[config.mk]
export PLATFORM = sky130hd
export DESIGN_NAME = n2r_stream_buffer
export DESIGN_NICKNAME = d
export VERILOG_FILES = /design/src/rtl/n2r_stream_buffer.sv
export SDC_FILE = /design/constraint.sdc
export NUM_CORES = 2
export LEC_CHECK = 0
export ABC_AREA = 1
export BUFFER_PORTS_ARGS = -buffer_cell sky130_fd_sc_hd__buf_2
export CORE_MARGIN = 2
export CORE_UTILIZATION = 32
export CTS_CLUSTER_DIAMETER = 100
export DETAILED_ROUTE_END_ITERATION = 12
export GPL_TIMING_DRIVEN = 1
export PLACE_DENSITY = 0.57
export SETUP_SLACK_MARGIN = 0.02
export SYNTH_ARGS = -nofsm -noshare
export SYNTH_HDL_FRONTEND = slang
export SYNTH_SLANG_ARGS = --single-unit
[constraint.sdc]
create_clock -name clk -period 3.55 [get_ports clk]
set_clock_uncertainty 0.1 [all_clocks]
set_input_delay 0.71 -clock clk [delete_from_list [all_inputs] [get_ports clk]]
set_output_delay 0.71 -clock clk [all_outputs]
set_load 0.01 [all_outputs]
[src/rtl/n2r_stream_buffer.sv]
// Row-major matrix to per-core BLOCK_SIZE x BLOCK_SIZE tile reshaper with valid/ready on both sides.
// Define N2R_PINGPONG_EN for two ping-pong banks; leave it undefined for a single bank.
module n2r_stream_buffer #(
    parameter int WIDTH      = 16,
    parameter int BLOCK_SIZE = 2,
    parameter int NUM_CORES  = 4,
    parameter int COL        = 8,
    parameter int ROW        = 12,
    localparam int CHUNK_SIZE = BLOCK_SIZE * BLOCK_SIZE
) (
    input  logic                                  clk,
    input  logic                                  rst_n,
    input  logic                                  in_valid,
    output logic                                  in_ready,
    input  logic [WIDTH*COL-1:0]                  in_data,
    output logic                                  out_valid,
    input  logic                                  out_ready,
    output logic [WIDTH*CHUNK_SIZE*NUM_CORES-1:0] out_data,
    output logic                                  out_last,
    output logic                                  group_done
);
    localparam int R    = BLOCK_SIZE * NUM_CORES;
    localparam int NB   = COL / BLOCK_SIZE;
    localparam int FW   = (R > 1) ? $clog2(R) : 1;
    localparam int ROWW = (ROW > 1) ? $clog2(ROW) : 1;
    localparam int BW   = (NB > 1) ? $clog2(NB) : 1;
    localparam int OW   = WIDTH * CHUNK_SIZE * NUM_CORES;
    localparam int TW   = WIDTH * CHUNK_SIZE;
`ifdef N2R_PINGPONG_EN
    localparam logic PINGPONG = 1'b1;
`else
    localparam logic PINGPONG = 1'b0;
`endif

    typedef enum logic [1:0] {B_EMPTY, B_FILLING, B_FULL, B_DRAINING} bank_state_e;

    bank_state_e            state_q [2];
    bank_state_e            state_d [2];
    logic [WIDTH*COL-1:0]   rows_q [2][R];
    logic [1:0]             last_q;
    logic                   fill_bank_q, fill_bank_d;
    logic                   ld_bank_q, ld_bank_d;
    logic                   out_bank_q;
    logic [FW-1:0]          fill_cnt_q, fill_cnt_d;
    logic [ROWW-1:0]        row_cnt_q, row_cnt_d;
    logic [BW-1:0]          ld_beat_q, ld_beat_d;
    logic                   out_valid_q, out_last_q, out_gend_q, group_done_q;
    logic [OW-1:0]          out_data_q;
    logic [OW-1:0]          tile;
    logic                   wr, close, frame_end, accept_last, ld_start, ld_end, load;

    always_comb begin
        frame_end   = (row_cnt_q == ROWW'(ROW - 1));
        accept_last = out_valid_q & out_ready & out_gend_q;
        // A bank whose final beat is leaving this cycle can take a row immediately.
        in_ready    = (state_q[fill_bank_q] == B_EMPTY) || (state_q[fill_bank_q] == B_FILLING)
                      || (accept_last && (out_bank_q == fill_bank_q));
        wr          = in_valid & in_ready;
        close       = wr & ((fill_cnt_q == FW'(R - 1)) | frame_end);
        ld_start    = (ld_beat_q == '0);
        ld_end      = (ld_beat_q == BW'(NB - 1));
        load        = (!out_valid_q | out_ready) &
                      (ld_start ? (state_q[ld_bank_q] == B_FULL) : 1'b1);

        fill_cnt_d  = fill_cnt_q;
        row_cnt_d   = row_cnt_q;
        fill_bank_d = fill_bank_q;
        ld_beat_d   = ld_beat_q;
        ld_bank_d   = ld_bank_q;
        if (wr) begin
            fill_cnt_d = close ? '0 : fill_cnt_q + FW'(1);
            row_cnt_d  = frame_end ? '0 : row_cnt_q + ROWW'(1);
            if (close) fill_bank_d = fill_bank_q ^ PINGPONG;
        end
        if (load) begin
            ld_beat_d = ld_end ? '0 : ld_beat_q + BW'(1);
            if (ld_end) ld_bank_d = ld_bank_q ^ PINGPONG;
        end

        for (int b = 0; b < 2; b++) begin
            state_d[b] = state_q[b];
            if (accept_last && (out_bank_q == 1'(b))) state_d[b] = B_EMPTY;
            if (load && ld_start && (ld_bank_q == 1'(b))) state_d[b] = B_DRAINING;
            if (wr && (fill_bank_q == 1'(b))) state_d[b] = close ? B_FULL : B_FILLING;
        end
    end

    // Each core's tile: element (r,k) at slot B*B-1-(r*B+k), core 0 in the top slice.
    for (genvar gi = 0; gi < NUM_CORES; gi++) begin : g_core
        logic [TW-1:0] core_tile;
        always_comb begin
            core_tile = '0;
            for (int r = 0; r < BLOCK_SIZE; r++) begin
                for (int k = 0; k < BLOCK_SIZE; k++) begin
                    core_tile[(CHUNK_SIZE - 1 - (r * BLOCK_SIZE + k)) * WIDTH +: WIDTH] =
                        rows_q[ld_bank_q][gi * BLOCK_SIZE + r]
                              [(COL - 1 - (int'(ld_beat_q) * BLOCK_SIZE + k)) * WIDTH +: WIDTH];
                end
            end
        end
        assign tile[(NUM_CORES - 1 - gi) * TW +: TW] = core_tile;
    end

    // Closing a group early zeroes the rows it never received.
    always_ff @(posedge clk or negedge rst_n) begin
        if (!rst_n) begin
            for (int b = 0; b < 2; b++)
                for (int r = 0; r < R; r++)
                    rows_q[b][r] <= '0;
        end else if (wr) begin
            for (int r = 0; r < R; r++) begin
                if (r == int'(fill_cnt_q))
                    rows_q[fill_bank_q][r] <= in_data;
                else if (close && (r > int'(fill_cnt_q)))
                    rows_q[fill_bank_q][r] <= '0;
            end
        end
    end

    always_ff @(posedge clk or negedge rst_n) begin
        if (!rst_n) begin
            for (int b = 0; b < 2; b++) state_q[b] <= B_EMPTY;
            last_q       <= '0;
            fill_bank_q  <= 1'b0;
            ld_bank_q    <= 1'b0;
            out_bank_q   <= 1'b0;
            fill_cnt_q   <= '0;
            row_cnt_q    <= '0;
            ld_beat_q    <= '0;
            out_valid_q  <= 1'b0;
            out_data_q   <= '0;
            out_last_q   <= 1'b0;
            out_gend_q   <= 1'b0;
            group_done_q <= 1'b0;
        end else begin
            for (int b = 0; b < 2; b++) state_q[b] <= state_d[b];
            fill_bank_q  <= fill_bank_d;
            ld_bank_q    <= ld_bank_d;
            fill_cnt_q   <= fill_cnt_d;
            row_cnt_q    <= row_cnt_d;
            ld_beat_q    <= ld_beat_d;
            group_done_q <= accept_last;
            if (close) last_q[fill_bank_q] <= frame_end;
            if (load) begin
                out_valid_q <= 1'b1;
                out_data_q  <= tile;
                out_last_q  <= last_q[ld_bank_q] & ld_end;
                out_gend_q  <= ld_end;
                out_bank_q  <= ld_bank_q;
            end else if (out_ready) begin
                out_valid_q <= 1'b0;
            end
        end
    end

    assign out_valid  = out_valid_q;
    assign out_data   = out_data_q;
    assign out_last   = out_last_q;
    assign group_done = group_done_q;
endmodule

==> flow_metrics.env <==
export IMPL_status="completed"
export IMPL_hpwl_um=127000
export IMPL_ys_warnings_count=0
export IMPL_p_sw_share_pct=40.8
export IMPL_nFillCells=18200
export IMPL_slew_headroom_pct=18.0
export IMPL_cts_sinks=1296
export IMPL_drc=0
export IMPL_area_delta_synth_final_pct=14.7
export IMPL_wl_um=200000
export IMPL_dr_wl_met2_um=83400
export IMPL_track_usage_pct=21.8
export IMPL_cp_data_arrival_time_ns=3.56
export IMPL_netSwitchingPower_mw=25.9
export IMPL_ant_nets=0
export IMPL_wl_met3_um=15200
export IMPL_holdPathEnd="rows_q[1470]$_DFFE_PN0P_"
export IMPL_period_needed_ns=2.93
export IMPL_hp_class="in -> reg"
export IMPL_yosysSeqAreaShare_pct=57.5
export IMPL_holdWs_ns=0.0861
export IMPL_regToRegSetupSlack_ns=0.62
export IMPL_rsz0062_at_grt="false"
export IMPL_die_area_sq_um=180000
export IMPL_hold_viol=0
export IMPL_synth_avg_cell_area_sq_um=8.33
export IMPL_rows=154
export IMPL_period_share_pct=82.6
export IMPL_routedLengthMet1_um=92000
export IMPL_routedWlPerCell_um=21.3
export IMPL_final_common_cell="nand2_1"
export IMPL_root_buffer="clkbuf_16"
export IMPL_nets=7025
export IMPL_cp_max_fo=83
export IMPL_firstDrtPassIters=6
export IMPL_worstReg2RegEnd="rows_q[1529]$_DFFE_PN0P_"
export IMPL_finalSetupViolations=0
export IMPL_min_path_cells=3
export IMPL_drtIter0Drc=5135
export IMPL_synth_nets=6913
export IMPL_dpl_instance_area_sq_um=60000
export IMPL_setup_ws_ns=0.619
export IMPL_grt_first_pass_wirelength_um=301000
export IMPL_io_pins=392
export IMPL_via_count=48000
export IMPL_top_layer_used="met5"
export IMPL_synthCells=6772
export IMPL_final_cells=9347
export IMPL_seqPwrFrac_pct=38.8
export IMPL_avgViaCountPerCell=5.14
export IMPL_die_height_um=424
export IMPL_post_place_cells=9083
export IMPL_tightest_slew_ns=1.23
export IMPL_clkLatencyLatePin_ns=0.79
export IMPL_grt_max_degree=257
export IMPL_grt_pass1_vias=45700
export IMPL_fin_util_pct=36.8
export IMPL_ys_ff_latch=1296
export IMPL_place_gp_congestion=0.880
export IMPL_end_kind="register"
export IMPL_clock_fmax_mhz=341
export IMPL_hold_path_startpoint="in_data[62]"
export IMPL_syn_cell_area_sq_um=56400
export IMPL_setup_tns_ns=0
export IMPL_final_cell_mix="nand2_1 (2427), dfrtp_1 (1294), o21ai_0 (927)"
export IMPL_pre_cts_slack_ns=0.569
export IMPL_numCtsBuffers=138
export IMPL_worstSetupPathType="reg -> reg"
export IMPL_worstSetupStartpointType="register"
export IMPL_p_leak_nw=32.6
export IMPL_start_util_pct=32.1
export IMPL_clkPwrFrac_pct=23.6
export IMPL_fin_total_pwr_mw=63.4
export IMPL_port_buffers=391
export IMPL_worst_ir_drop_vdd_mv=1.00
export IMPL_core_sq_um=176000
export IMPL_stdcell_area_sq_um=64700
export IMPL_worstPathRequired_ns=4.18
export IMPL_maxSlewViolCount=0
export IMPL_h_tree_depth=4
export IMPL_tritoncts="built"
export IMPL_final_layout_size_suffix_gt1_share_pct=10.4
export IMPL_p_int_mw=37.5
export IMPL_synth_distinct_cells=27
export IMPL_maxCapViolations=0
export IMPL_clk_pin_slew_ns=0.06
export IMPL_worstReg2RegStart="fill_cnt_q[0]$_DFFE_PN0P_"
export IMPL_power_density_nw_per_um2=980
export IMPL_reg2reg_depth=7
export IMPL_gr_total_overflow=0
export IMPL_antenna_found_initial=28
export IMPL_die_w_um=424
export IMPL_cts_max_path_buffers=3
export IMPL_combPwrFrac_pct=37.6
[sequential cells by signal, indices dropped and copies added, names as in the netlist]
register,cells
state_q,2
out_last,1
last_q,1
row_cnt_q,4
rows_q,1024
out_data,256
group_done,1
fill_cnt_q,3
out_valid,1
out_gend_q,1
ld_beat_q,2
[worst max-delay path by stage]
stage	endpoint	slack [ns]	depth (start not counted)	startpoint
after floorplan	out_data[53]$_DFFE_PN0P_	1.21	12	ld_beat_q[0]$_DFFE_PN0P_
after global placement	rows_q[1430]$_DFFE_PN0P_	0.62	8	out_ready
after detailed placement	rows_q[1401]$_DFFE_PN0P_	0.57	9	out_ready
after CTS	rows_q[1529]$_DFFE_PN0P_	0.69	7	fill_cnt_q[0]$_DFFE_PN0P_
after global routing	rows_q[1529]$_DFFE_PN0P_	0.49	7	fill_cnt_q[0]$_DFFE_PN0P_
final	rows_q[1529]$_DFFE_PN0P_	0.62	7	fill_cnt_q[0]$_DFFE_PN0P_
[synthesized netlist by cell type (all sizes together)]
master,count,area [sq um]
o22ai,289,1810
nand2,2439,9180
nand4,5,37.5
buf,246,1690
clkbuf,262,983
nor3,2,10.0
inv,209,785
dfrtp,1296,32400
nor2,577,2170
o21bai,1,7.51
o21ai,1097,5490
a21oi,66,330
nand3,272,1380
clkinv,1,3.75
ha,9,113
a21boi,1,7.51
[power groups by stage]
stage | sequential (mW) | clock (mW) | combinational (mW)
after floorplan | 24.4 | 0 | 15.1
after global placement | 24.6 | 0 | 23.6
after detailed placement | 24.7 | 0 | 24.0
after CTS | 24.6 | 15.3 | 24.0
after global routing | 25.3 | 15.9 | 26.9
final | 24.6 | 15.0 | 23.8
[per-layer routing]
metal	vias up	GRT usage, %
met1	23800	31.9
li1	22200	-
met3	340	4.82
met4	12	9.95
met2	1726	30.5
met5	-	0
[what timing repair did]
action                                 4_1_cts  5_1_grt
hold buffers                                 1        0
setup buffers                                0        0
gates resized for setup                      0        0
endpoints found under the hold margin       26        0
[critical path: stages, from the launching register on]
cell and delay, ns:
dfrtp_1 0.52, inv_1 0.11, ha_1 0.27, nand4_1 0.18, buf_4 0.50, buf_4 0.80
nand3_1 0.18, nand2_1 0.10
[cell families after synthesis]
kind of cell / after synthesis / synth area share (%)
buffers and inverters: 718 / 6.14
DFF: 1296 / 57.5
adders and majority gates: 9 / 0.200
AOI/OAI and AO/OA: 1454 / 13.5
and+or+nand+nor: 3295 / 22.6
[area by class of cell]
class / count / area (sq um) / share of cell area (%)
repair buffers: 480 / 3210 / 4.95
well taps: 2340 / 2930 / 4.53
multi-input cells: 4758 / 20600 / 31.9
inverters: 210 / 821 / 1.27
flip-flops and latches: 1296 / 32400 / 50.1
clock buffers: 207 / 4150 / 6.41
clock inverters: 41 / 483 / 0.746
diodes: 15 / 37.5 / 0.0580
Power figures use the tool's default switching activity.
